### src/rtl/elevator_scheduler.sv
// elevator_scheduler: single-car SCAN scheduler fed by a button latch.
// Optional feature macro DOOR_REOPEN_EN: a held served button restarts the dwell.
module elevator_scheduler #(
   parameter int BUTTONS_WIDTH = 8,
   parameter int FLOOR_W       = 3,
   parameter int TRAVEL_CYCLES = 16,
   parameter int DOOR_CYCLES   = 32
) (
   input  logic                     clk,
   input  logic                     reset,
   input  logic [BUTTONS_WIDTH-1:0] active_in_levels,
   input  logic [BUTTONS_WIDTH-1:0] active_out_up_levels,
   input  logic [BUTTONS_WIDTH-1:0] active_out_down_levels,
   output logic [BUTTONS_WIDTH-1:0] inactivate_in_levels,
   output logic [BUTTONS_WIDTH-1:0] inactivate_out_up_levels,
   output logic [BUTTONS_WIDTH-1:0] inactivate_out_down_levels,
   output logic [FLOOR_W-1:0]       current_floor,
   output logic                     direction_up,
   output logic                     moving,
   output logic                     door_open
);

   localparam int BW = BUTTONS_WIDTH;
   localparam int TW = (TRAVEL_CYCLES > 1) ? $clog2(TRAVEL_CYCLES) : 1;
   localparam int DW = (DOOR_CYCLES > 1) ? $clog2(DOOR_CYCLES) : 1;
   localparam logic [TW-1:0] T_LAST = TW'(TRAVEL_CYCLES - 1);
   localparam logic [DW-1:0] D_LAST = DW'(DOOR_CYCLES - 1);

   typedef enum logic [1:0] {
      IDLE,
      MOVING,
      DOOR_OPEN
   } state_t;

   state_t            state;
   logic [TW-1:0]     travel_cnt;
   logic [DW-1:0]     dwell_cnt;

   logic [BW-1:0]      req;
   logic [BW-1:0]      cur_oh;
   logic [BW-1:0]      nxt_oh;
   logic [FLOOR_W-1:0] nxt_floor;
   logic               here;
   logic               above_cur;
   logic               below_cur;
   logic               above_nxt;
   logic               below_nxt;
   logic               in_n;
   logic               up_n;
   logic               dn_n;
   logic               same_n;
   logic               opp_n;
   logic               beyond_n;
   logic               dwell_restart;

   function automatic logic [BW-1:0] onehot(input logic [FLOOR_W-1:0] f);
      return BW'(1) << f;
   endfunction

   function automatic logic any_above(
      input logic [BW-1:0]      r,
      input logic [FLOOR_W-1:0] f
   );
      logic a;
      a = 1'b0;
      for (int i = 0; i < BW; i++)
         if (i > int'(f)) a = a | r[i];
      return a;
   endfunction

   function automatic logic any_below(
      input logic [BW-1:0]      r,
      input logic [FLOOR_W-1:0] f
   );
      logic b;
      b = 1'b0;
      for (int i = 0; i < BW; i++)
         if (i < int'(f)) b = b | r[i];
      return b;
   endfunction

   assign req = active_in_levels
              | active_out_up_levels
              | active_out_down_levels;

   assign nxt_floor = direction_up ? current_floor + FLOOR_W'(1)
                                   : current_floor - FLOOR_W'(1);

   assign cur_oh = onehot(current_floor);
   assign nxt_oh = onehot(nxt_floor);

   assign here      = |(req & cur_oh);
   assign above_cur = any_above(req, current_floor);
   assign below_cur = any_below(req, current_floor);
   assign above_nxt = any_above(req, nxt_floor);
   assign below_nxt = any_below(req, nxt_floor);

   // Request view at the floor the car is about to reach.
   assign in_n     = |(active_in_levels & nxt_oh);
   assign up_n     = |(active_out_up_levels & nxt_oh);
   assign dn_n     = |(active_out_down_levels & nxt_oh);
   assign same_n   = direction_up ? up_n : dn_n;
   assign opp_n    = direction_up ? dn_n : up_n;
   assign beyond_n = direction_up ? above_nxt : below_nxt;

`ifdef DOOR_REOPEN_EN
   assign dwell_restart =
      |((active_in_levels       & inactivate_in_levels) |
        (active_out_up_levels   & inactivate_out_up_levels) |
        (active_out_down_levels & inactivate_out_down_levels));
`else
   assign dwell_restart = 1'b0;
`endif

   always_ff @(posedge clk) begin
      if (reset) begin
         state                      <= IDLE;
         travel_cnt                 <= '0;
         dwell_cnt                  <= '0;
         current_floor              <= '0;
         direction_up               <= 1'b1;
         moving                     <= 1'b0;
         door_open                  <= 1'b0;
         inactivate_in_levels       <= '0;
         inactivate_out_up_levels   <= '0;
         inactivate_out_down_levels <= '0;
      end else begin
         unique case (state)
            IDLE: begin
               travel_cnt <= '0;
               dwell_cnt  <= '0;
               if (here) begin
                  state                      <= DOOR_OPEN;
                  door_open                  <= 1'b1;
                  inactivate_in_levels       <= active_in_levels & cur_oh;
                  inactivate_out_up_levels   <= active_out_up_levels & cur_oh;
                  inactivate_out_down_levels <= active_out_down_levels & cur_oh;
               end else if (above_cur && below_cur) begin
                  state  <= MOVING;
                  moving <= 1'b1;
               end else if (above_cur) begin
                  state        <= MOVING;
                  moving       <= 1'b1;
                  direction_up <= 1'b1;
               end else if (below_cur) begin
                  state        <= MOVING;
                  moving       <= 1'b1;
                  direction_up <= 1'b0;
               end
            end

            MOVING: begin
               if (travel_cnt == T_LAST) begin
                  travel_cnt    <= '0;
                  current_floor <= nxt_floor;
                  // End of sweep: take every call here and turn if asked.
                  if (!beyond_n) begin
                     state                      <= DOOR_OPEN;
                     moving                     <= 1'b0;
                     door_open                  <= 1'b1;
                     dwell_cnt                  <= '0;
                     inactivate_in_levels       <= active_in_levels & nxt_oh;
                     inactivate_out_up_levels   <= active_out_up_levels & nxt_oh;
                     inactivate_out_down_levels <= active_out_down_levels & nxt_oh;
                     if (opp_n) direction_up <= ~direction_up;
                  end else if (in_n || same_n) begin
                     state                <= DOOR_OPEN;
                     moving               <= 1'b0;
                     door_open            <= 1'b1;
                     dwell_cnt            <= '0;
                     inactivate_in_levels <= active_in_levels & nxt_oh;
                     inactivate_out_up_levels <= direction_up ?
                        (active_out_up_levels & nxt_oh) : '0;
                     inactivate_out_down_levels <= direction_up ?
                        '0 : (active_out_down_levels & nxt_oh);
                  end
               end else begin
                  travel_cnt <= travel_cnt + TW'(1);
               end
            end

            DOOR_OPEN: begin
               if (dwell_restart) begin
                  dwell_cnt <= '0;
               end else if (dwell_cnt == D_LAST) begin
                  state                      <= IDLE;
                  dwell_cnt                  <= '0;
                  door_open                  <= 1'b0;
                  inactivate_in_levels       <= '0;
                  inactivate_out_up_levels   <= '0;
                  inactivate_out_down_levels <= '0;
               end else begin
                  dwell_cnt <= dwell_cnt + DW'(1);
               end
            end

            default: begin
               state     <= IDLE;
               moving    <= 1'b0;
               door_open <= 1'b0;
            end
         endcase
      end
   end

endmodule

### config.mk
export PLATFORM = sky130hd
export DESIGN_NAME = elevator_scheduler
export DESIGN_NICKNAME = d
export VERILOG_FILES = /design/src/rtl/elevator_scheduler.sv
export SDC_FILE = /design/constraint.sdc
export NUM_CORES = 1
export LEC_CHECK = 0
export BUFFER_PORTS_ARGS = -buffer_cell sky130_fd_sc_hd__buf_2
export CORE_MARGIN = 2
export CORE_UTILIZATION = 55
export DETAILED_ROUTE_END_ITERATION = 16
export PLACE_DENSITY = 0.87
export SYNTH_ARGS = -nofsm -noshare
export SYNTH_HDL_FRONTEND = slang
export SYNTH_SLANG_ARGS = --single-unit
### constraint.sdc
create_clock -name clk -period 4.4 [get_ports clk]
set_clock_uncertainty 0.2 [all_clocks]
set_input_delay 0.66 -clock clk [delete_from_list [all_inputs] [get_ports clk]]
set_output_delay 0.66 -clock clk [all_outputs]
set_load 0.1 [all_outputs]
==> metrics.txt <==
Core Util, Final 0.6372; total negative slack 0 ns; Slew HR 0.4016; I/O pins 56; Die Ht 78.49 microns; Worst Hold Path EP door_open; # hold bufs at CTS 0; RSZ-0062 raised after global routing no; Worst path max stage delay 0.56 ns; Max Clock Freq 0.2556 GHz; post-CTS sizing 0; Cell Rows 27; clk_lat worst skew 0.30 ns; DR DRC count 0; Critical Path RT 4.44 ns; antenna violations before repair 0; clock sink count 41; maximum fanout along the worst path 23; largest net degree at the start of global routing 32; Port-buffer cells 55; Final GP Congestion 0.9978; DRT iter0 DRCs 280; Mapped Avg Cell Area 8.270 sq um; Starting Density 0.5611; CP Capture Type flop; die area 6161 sq um; wire per inst 20.17 microns; synthesis-stage register bit count 41; via count 3284; diode count 0; Die X-Extent 78.49 microns; Via density 6.661; Worst Max-Slew Pin Slew 0.8895 ns; post-CTS setup repair buffer count 0; clock root buffer clkbuf_8; drt pass-1 iters 5; Layout area overhead 13.57%; core area 5439 sq um; syn nets 408; Critical Path, Cell by Cell inv_1, ha_1, buf_4, and4bb_1, a21oi_1, nor3_1, a211oi_2, nand2_4, o21ai_4, and2_1, a32o_1; Routed Wire Length 9944 microns; hold crit path type reg2reg; yosys synthesis warning count 0; Synth Instances 369; Netlist Area Pre-Place 3052 sq um; Num CTS Buffers 5; Reg-to-Reg Start current_floor[1]; Max VDD drop 0.4199 mV; sequential share of the synthesized area 0.2690; Reg2Reg Depth 11; hold path cells 1; vias in the first global route 3035; fin crit period 3.912 ns; final worst slack 0.4877 ns; CP startpoint kind flop; total grt overflow 0; PD cells 398.3 nW/um^2; NumNets Final 459; FF-to-FF setup slack 0.49 ns; ys async rst share 0; Final Hold Viols 0; Post-DP Area 3369 sq um; Slowest-stage cell, CP o21ai_4; CTS tree done; DP Wirelength 7681 microns; Longest Clk Path Bufs 2; Final Cycle Share 0.8892; number of distinct library cells after synthesis 71; Clk pin slew, worst setup/hold paths 0.08 ns; worst hold slack 0.2662 ns; EDFF count, synth 0; Finish-stage setup viols 0; pre-CTS setup slack 0.5512 ns; first-pass GRT wire length 15730 microns; Max Transition Viols Final 0; share of cells above drive strength 1 0.2280; Setup Crit Path Kind reg2reg; All-Layer GR Usage 0.3293; Post-DRT Antenna Nets 0; H-tree levels 2; Final Cell Area 3466 sq um; Lkg Pwr 0.001421 uW; Most used DFF post-synth dfxtp_1; hold_sp door_open; reg-to-reg endpoint inactivate_out_up_levels[1]; Worst Path Arrival 3.95 ns; Max-cap violations 0; status finished, final reports clean
-- worst max path at each step --
stage,from,to,slack [ns],depth (start not counted)
floorplan,current_floor[0],dwell_cnt[0],0.28,11
global placement,current_floor[1],inactivate_out_down_levels[6],0.70,11
detailed placement,current_floor[1],inactivate_out_up_levels[1],0.55,11
CTS,current_floor[1],inactivate_out_up_levels[1],0.51,11
global route,current_floor[1],inactivate_out_up_levels[1],0.22,11
finish,current_floor[1],inactivate_out_up_levels[1],0.49,11
-- cell type report --
class                           count  area (sq um)
Inverter                           10         37.54
Tap cell                           72         90.09
Clock buffer                        6         82.58
Clock inverter                      2         13.76
Sequential cell                    41         820.8
Multi-Input combinational cell    300          2093
Fill cell                         492          1973
Timing Repair Buffer               62         327.8
-- cell usage after synthesis, types with 6 or more instances --
cell	n	area, sq um
dfxtp_1	41	820.8
nand2_1	36	135.1
o21ai_0	29	145.1
nor2_1	27	101.4
a21oi_1	21	105.1
nand3_1	19	95.09
nor3_1	17	85.08
ha_1	13	162.7
a32o_1	11	110.1
mux2i_1	10	100.1
buf_2	8	40.04
inv_1	8	30.03
nand2b_1	6	37.54
nor2b_1	6	37.54
o31ai_1	6	45.04
-- power by group --
part,switching (uW),internal [uW],total (uW)
Clock,140,127,267
Sequential,23.1,406,429
Combinational,502,183,684
Total,665,716,1380
-- per-layer routing --
metal  routed length [microns]  global-route usage  part of all wire  vias to the layer above
li1                          -                   -                 -                     1500
met1                      4216              0.4280              0.42                     1559
met2                      4608              0.5483              0.46                      195
met3                       836             0.05057             0.084                       30
met4                       282              0.1298             0.028                        0
met5                         0                   0                 0                        -
-- flip-flops by register name, indices dropped and copies added (netlist names) --
register                    flops
dwell_cnt                       5
moving                          1
travel_cnt                      4
direction_up                    1
inactivate_out_up_levels        8
inactivate_out_down_levels      8
door_open                       1
current_floor                   3
state                           2
inactivate_in_levels            8
-- worst max-delay path: cells and delay by family, from the launching register on --
kind | cells | cell delay [ns]
and+or+nand+nor | 4 | 0.90
DFF | 1 | 0.46
buffers and inverters | 2 | 0.44
AOI/OAI and AO/OA | 4 | 1.38
adders and majority gates | 1 | 0.45
-- placed cells by master (no fill, tap or decap), types with 3 or more instances in the layout --
| cell type | instances |
|---|---|
| a211oi_1 | 5 |
| a21boi_0 | 5 |
| a21oi_1 | 21 |
| a31oi_1 | 5 |
| a32o_1 | 11 |
| and2_1 | 4 |
| and3_1 | 4 |
| buf_2 | 55 |
| buf_4 | 7 |
| clkbuf_8 | 6 |
| dfxtp_1 | 41 |
| ha_1 | 13 |
| inv_1 | 8 |
| mux2_2 | 3 |
| mux2i_1 | 10 |
| nand2_1 | 36 |
| nand2b_1 | 6 |
| nand3_1 | 19 |
| nand4b_1 | 3 |
| nor2_1 | 27 |
| nor2b_1 | 6 |
| nor3_1 | 17 |
| o2111ai_1 | 5 |
| o21ai_0 | 29 |
| o31ai_1 | 6 |
| or3_1 | 4 |
| xnor2_1 | 3 |
-- stage by stage --
step                total power (uW)  instances
detailed placement              1111        485
CTS                             1372        493
floorplan                      981.4        369
global route                    1444        493
finish                          1381        493
global placement                1099        485
-- cells by family after synthesis --
group                      count (synthesis)  share of synthesized area
and+or+nand+nor                          142                     0.2370
buffers and inverters                     28                    0.04510
muxes                                     18                    0.06847
xor gates and xnor gates                   5                    0.02665
DFF                                       41                     0.2690
AOI/OAI and AO/OA                        122                     0.3005
adders and majority gates                 13                    0.05330
(Power assumes the default switching activity.)
